### src/rtl/gs_instr_encoder.sv
// gs_instr_encoder
// Accepts one encode request at a time, checks the immediate against the
// chosen RV32 format, packs the 32-bit instruction word and writes it to
// instruction memory at an auto-incrementing byte address. Rejected requests
// produce a one-cycle error pulse and leave the address and count untouched.

module gs_instr_encoder (
    input  logic        i_clk,
    input  logic        i_rst_n,
    input  logic        i_start,
    input  logic [31:0] i_base_addr,
    input  logic        i_req_valid,
    output logic        o_req_ready,
    input  logic [2:0]  i_req_fmt,
    input  logic [4:0]  i_req_opcode,
    input  logic [2:0]  i_req_funct3,
    input  logic [6:0]  i_req_funct7,
    input  logic [4:0]  i_req_rd,
    input  logic [4:0]  i_req_rs1,
    input  logic [4:0]  i_req_rs2,
    input  logic [31:0] i_req_imm,
    output logic        o_imem_we,
    input  logic        i_imem_ready,
    output logic [31:0] o_imem_addr,
    output logic [31:0] o_imem_wdata,
    output logic        o_err_valid,
    output logic [1:0]  o_err_code,
    output logic [15:0] o_count
);

    typedef enum logic [1:0] {
        S_IDLE  = 2'd0,
        S_ENC   = 2'd1,
        S_WRITE = 2'd2,
        S_ERR   = 2'd3
    } state_t;

    localparam logic [2:0] FMT_R = 3'd0;
    localparam logic [2:0] FMT_I = 3'd1;
    localparam logic [2:0] FMT_S = 3'd2;
    localparam logic [2:0] FMT_B = 3'd3;
    localparam logic [2:0] FMT_U = 3'd4;
    localparam logic [2:0] FMT_J = 3'd5;

    localparam logic [1:0] ERR_NONE  = 2'd0;
    localparam logic [1:0] ERR_FMT   = 2'd1;
    localparam logic [1:0] ERR_RANGE = 2'd2;
    localparam logic [1:0] ERR_ALIGN = 2'd3;

    state_t      r_state;
    state_t      w_next_state;

    logic        r_ready_en;
    logic [2:0]  r_fmt;
    logic [4:0]  r_opcode;
    logic [2:0]  r_funct3;
    logic [6:0]  r_funct7;
    logic [4:0]  r_rd;
    logic [4:0]  r_rs1;
    logic [4:0]  r_rs2;
    logic [31:0] r_imm;
    logic [31:0] r_addr;
    logic [15:0] r_count;
    logic [31:0] r_wdata;
    logic [1:0]  r_err_code;

    logic        w_handshake;
    logic        w_sx11;
    logic        w_sx12;
    logic        w_sx20;
    logic [31:0] w_word;
    logic [1:0]  w_err;

    // The ready enable holds off acceptance until the first edge after reset.
    assign o_req_ready  = r_ready_en & (r_state == S_IDLE) & ~i_start;
    assign w_handshake  = i_req_valid & o_req_ready;

    // Sign-extension checks: the immediate fits when all upper bits agree.
    assign w_sx11 = (&r_imm[31:11]) | ~(|r_imm[31:11]);
    assign w_sx12 = (&r_imm[31:12]) | ~(|r_imm[31:12]);
    assign w_sx20 = (&r_imm[31:20]) | ~(|r_imm[31:20]);

    assign o_imem_we    = (r_state == S_WRITE);
    assign o_imem_addr  = r_addr;
    assign o_imem_wdata = r_wdata;
    assign o_err_valid  = (r_state == S_ERR);
    assign o_err_code   = (r_state == S_ERR) ? r_err_code : ERR_NONE;
    assign o_count      = r_count;

    // Pack the captured request into an instruction word and grade the immediate.
    always_comb begin
        w_word = 32'h0000_0000;
        w_err  = ERR_NONE;
        case (r_fmt)
            FMT_R: begin
                w_word = {r_funct7, r_rs2, r_rs1, r_funct3, r_rd, r_opcode, 2'b11};
            end
            FMT_I: begin
                w_word = {r_imm[11:0], r_rs1, r_funct3, r_rd, r_opcode, 2'b11};
                if (!w_sx11) w_err = ERR_RANGE;
            end
            FMT_S: begin
                w_word = {r_imm[11:5], r_rs2, r_rs1, r_funct3, r_imm[4:0], r_opcode, 2'b11};
                if (!w_sx11) w_err = ERR_RANGE;
            end
            FMT_B: begin
                w_word = {r_imm[12], r_imm[10:5], r_rs2, r_rs1, r_funct3,
                          r_imm[4:1], r_imm[11], r_opcode, 2'b11};
                if (!w_sx12)       w_err = ERR_RANGE;
                else if (r_imm[0]) w_err = ERR_ALIGN;
            end
            FMT_U: begin
                w_word = {r_imm[31:12], r_rd, r_opcode, 2'b11};
                if (r_imm[11:0] != 12'h000) w_err = ERR_RANGE;
            end
            FMT_J: begin
                w_word = {r_imm[20], r_imm[10:1], r_imm[11], r_imm[19:12],
                          r_rd, r_opcode, 2'b11};
                if (!w_sx20)       w_err = ERR_RANGE;
                else if (r_imm[0]) w_err = ERR_ALIGN;
            end
            default: begin
                w_err = ERR_FMT;
            end
        endcase
    end

    // State register.
    always_ff @(posedge i_clk or negedge i_rst_n) begin
        if (!i_rst_n) r_state <= S_IDLE;
        else          r_state <= w_next_state;
    end

    // Next-state logic: accept, encode, then either write or flag an error.
    always_comb begin
        w_next_state = r_state;
        case (r_state)
            S_IDLE:  if (w_handshake) w_next_state = S_ENC;
            S_ENC:   w_next_state = (w_err == ERR_NONE) ? S_WRITE : S_ERR;
            S_WRITE: if (i_imem_ready) w_next_state = S_IDLE;
            S_ERR:   w_next_state = S_IDLE;
            default: w_next_state = S_IDLE;
        endcase
    end

    // Capture request fields on handshake and arm ready after reset.
    always_ff @(posedge i_clk or negedge i_rst_n) begin
        if (!i_rst_n) begin
            r_ready_en <= 1'b0;
            r_fmt      <= 3'd0;
            r_opcode   <= 5'd0;
            r_funct3   <= 3'd0;
            r_funct7   <= 7'd0;
            r_rd       <= 5'd0;
            r_rs1      <= 5'd0;
            r_rs2      <= 5'd0;
            r_imm      <= 32'd0;
        end else begin
            r_ready_en <= 1'b1;
            if (w_handshake) begin
                r_fmt    <= i_req_fmt;
                r_opcode <= i_req_opcode;
                r_funct3 <= i_req_funct3;
                r_funct7 <= i_req_funct7;
                r_rd     <= i_req_rd;
                r_rs1    <= i_req_rs1;
                r_rs2    <= i_req_rs2;
                r_imm    <= i_req_imm;
            end
        end
    end

    // Write pointer, word count, and the registered word/error from encode.
    always_ff @(posedge i_clk or negedge i_rst_n) begin
        if (!i_rst_n) begin
            r_addr     <= 32'd0;
            r_count    <= 16'd0;
            r_wdata    <= 32'd0;
            r_err_code <= ERR_NONE;
        end else begin
            if (r_state == S_IDLE && i_start) begin
                r_addr  <= i_base_addr;
                r_count <= 16'd0;
            end else if (r_state == S_WRITE && i_imem_ready) begin
                r_addr  <= r_addr + 32'd4;
                r_count <= r_count + 16'd1;
            end
            if (r_state == S_ENC) begin
                r_err_code <= w_err;
                if (w_err == ERR_NONE) r_wdata <= w_word;
            end
        end
    end

endmodule
### config.mk
export PLATFORM = sky130hd
export DESIGN_NAME = gs_instr_encoder
export DESIGN_NICKNAME = d
export VERILOG_FILES = /design/src/rtl/gs_instr_encoder.sv
export SDC_FILE = /design/constraint.sdc
export NUM_CORES = 1
export LEC_CHECK = 0
export BUFFER_PORTS_ARGS = -buffer_cell sky130_fd_sc_hd__clkbuf_2
export CELL_PAD_IN_SITES_DETAIL_PLACEMENT = 1
export CELL_PAD_IN_SITES_GLOBAL_PLACEMENT = 1
export CORE_ASPECT_RATIO = 1.25
export CORE_MARGIN = 3
export CORE_UTILIZATION = 35
export DETAILED_ROUTE_END_ITERATION = 6
export MAX_ROUTING_LAYER = met4
export PLACE_DENSITY_LB_ADDON = 0.1
export SLEW_MARGIN = 20
export SYNTH_ARGS = -nofsm -noshare
export SYNTH_HDL_FRONTEND = slang
export SYNTH_SLANG_ARGS = --single-unit
export TNS_END_PERCENT = 1
### constraint.sdc
create_clock -name i_clk -period 5.6 [get_ports i_clk]
set_input_delay 0.28 -clock i_clk [delete_from_list [all_inputs] [get_ports i_clk]]
set_output_delay 0.28 -clock i_clk [all_outputs]
set_load 0.02 [all_outputs]
==> results.toml <==
[worst_setup_path]
cp_num_buf_inv = 0
cp_max_fo = 32
crit_path_top_delay_cell = "or3_2"
path_class = "reg2reg"
crit_family = "simple AND/OR/NAND/NOR gates"
cp_cell_sequence = "or4_1 > nor2_1 > a2111oi_1 > or4_4 > or3_2 > mux2_4"
max_stage_delay_ns = 0.92
cp.required_ns = 5.89
cp.arrival_ns = 3.62
endpoint_kind = "register"
crit_path_start_kind = "register"

[synth]
synthSimpleGateAreaFrac_pct = 14.33
yosysTopAreaCellShare_pct = 51.76
ys_ff_latch = 149
synth_warnings = 0
syn_area_per_cell_um2 = 10.95
synth_mux_area_share_pct = 17.42
yosysSeqAreaShare_pct = 51.76
synth_most_common_cell = "dfrtp_1"
synth_cells = 658
synth_top_family_by_area = "multiplexers"
synth_xor_area_share_pct = 1.581
synth_top_area_cell = "dfrtp_1"
synth_area_mm2 = 0.007203
synth-compound-area-share_pct = 10.65
ys.flop_type = "dfrtp_1"
synth-edff-count = 0
ys_types = 54
ys_async_sr_fraction_pct = 100.0
synth.cells.most_frequent = "149 x dfrtp_1, 82 x nand2_1, 67 x mux2_2"
syn_nets = 762
yosys-top-cells-area = "dfrtp_1 52%, mux2_2 10%, mux2_4 5.8%, nand2_1 4.3%, o21ai_0 3.1%"
synthAdderAreaFrac_pct = 0.3474

[routing]
drc = 0
wl_mm = 20.88
ant_nets = 0
vias = 5773
avgRoutedWirePerCell_um = 18.78
vias_per_cell = 5.192
dr.pass1.iters = 4
drt_iter0_drc = 269

[floorplanning]
coreArea_mm2 = 0.02017
num_rows = 58
die_area_mm2 = 0.02235
dieHeight_um = 166.4
fp.dieW_um = 134.3
ioPinCount = 187
initial_core_util_pct = 35.70

[sta]
maxClockFrequency_ghz = 0.3001
relSlewSlack_pct = 29.51
setup_viol = 0
grt_setup_unrepaired = "no"
finalClockSkew_ns = 0.01621
finalMaxSlewViolations = 0
finalSetupTns_ns = 0
hold_viol = 0
post-route-min-period_ns = 3.332
tightest_slew_ns = 1.057
finalCritPeriodShare_pct = 59.50

[clock_network]
htree_levels = 4
clk_latency_ns = 0.42
cts.path.max_buffers = 2
cts_sinks = 149
clkTransAtPathRegs_ns = 0.07
cts_root_buffer = "clkbuf_16"
cts_resized = 0
numCtsBuffers = 17
cts_tree = "done"

[layout]
n_antenna_cell = 0
fin_cells = 1112
syn_to_final_growth_pct = 23.61
fill_cells = 2337
drive_gt1_share_pct = 38.12
multi_input_comb_area_mm2 = 0.003203
fin_nets = 934
seq_area_mm2 = 0.003729

[global_routing]
grtUsageTotal_pct = 19.62
grt_pass1_wl_mm = 34.18
grt_max_degree = 83
antenna_found_initial = 0
grt_pass1_vias = 6407
grt_overflow = 0

[placed_design]
io_buffers = 186
placed_cells = 1080
place_hpwl_mm = 15.02
gp_congestion = 0.7967

[power]
ir_worst_vdd_v = 0.0002431
power_density_mw_per_mm2 = 581.0
power_leakage_nw = 4.261

[job]
drv_cap = 0

[outcome]
status = "completed"

[hold_path]
hp-class = "in2reg"
[layout make-up]
| class | instances | share of cell area (%) |
|---|---|---|
| sequential | 149 | 41.88 |
| tap | 270 | 3.794 |
| timing repair buffer | 192 | 11.06 |
| clock inverter | 11 | 1.433 |
| inverter | 20 | 0.8432 |
| clock buffer | 20 | 5.017 |
| multi-input combinational | 450 | 35.98 |
[metrics by stage]
stage	setup slack (ns)	instance area (µm²)	util [%]	power [W]	hold slack, ns
finish	2.268	8904	44.13	0.005173	0.05549
global route	2.099	8904	44.13	0.005553	0.04574
CTS	1.997	8901	44.12	0.005256	0.03940
detailed placement	1.998	8317	41.22	0.004093	0.3886
global placement	2.148	8317	41.22	0.003991	0.3755
floorplan	2.936	7203	-	0.003379	-0.01559
[metal layers]
metal / routed length (µm) / up-vias / global-route usage (%)
met5: 0 / - / -
met3: 934 / 23 / 3.545
li1: - / 2709 / -
met2: 10850 / 155 / 33.79
met1: 8845 / 2886 / 23.64
met4: 253 / 0 / 5.314
[report_power, final]
group          switching, W  internal, W
Sequential         0.000527      0.00155
Combinational       0.00108     0.000890
Clock              0.000460     0.000668
Total               0.00206      0.00311
[worst paths after layout]
| check | from | end | slack, ns | depth (start not counted) |
|---|---|---|---|---|
| worst max-delay path | r_imm[16] | o_imem_wdata[26] | 2.27 | 6 |
| worst min-delay path | i_base_addr[12] | o_imem_addr[12] | 0.06 | 3 |
| worst max register to register | r_imm[16] | o_imem_wdata[26] | 2.27 | 6 |
| worst min register to register | o_imem_addr[0] | o_imem_addr[0] | 0.49 | 2 |
| max in group asynchronous | i_rst_n | o_imem_addr[7] | 3.62 | 3 |
| min in group asynchronous | i_rst_n | o_count[13] | 0.48 | 2 |
[flip-flops by register name, summed over array words and instances (netlist names)]
signal,count
r_funct7,7
r_imm,32
r_opcode,5
r_rs1,5
r_fmt,3
r_err_code,2
r_funct3,3
r_rd,5
o_imem_wdata,31
r_state,2
o_count,16
r_ready_en,1
o_imem_addr,32
r_rs2,5
[cell families after synthesis]
family / Yosys count
muxes: 103
xor gates and xnor gates: 13
other: 1
DFF: 149
and+or+nand+nor: 212
buffers and inverters: 59
adders and majority gates: 2
AOI/OAI and AO/OA: 119
[tightest hold or removal path: cells and delay by family]
family	cells	cell delay (ns)
buffers and inverters	1	0.08
and+or+nand+nor	2	0.09
[layout by cell type (no fill, tap or decap), types with 10 or more instances in the layout]
master	n
dfrtp_1	149
o311ai_0	10
a21oi_1	19
nand3_1	23
nor2_1	32
mux2_2	67
mux2_4	28
nor2b_1	10
clkbuf_16	17
nand2_1	81
inv_1	20
o211ai_1	13
nand4_1	16
clkbuf_2	185
and3_1	10
o21ai_0	45
a22oi_1	10
[timing repair]
action	in CTS	in global routing
hold buffers	1	0
setup buffers	0	0
hold endpoints to repair	81	0
(Power assumes the default switching activity.)
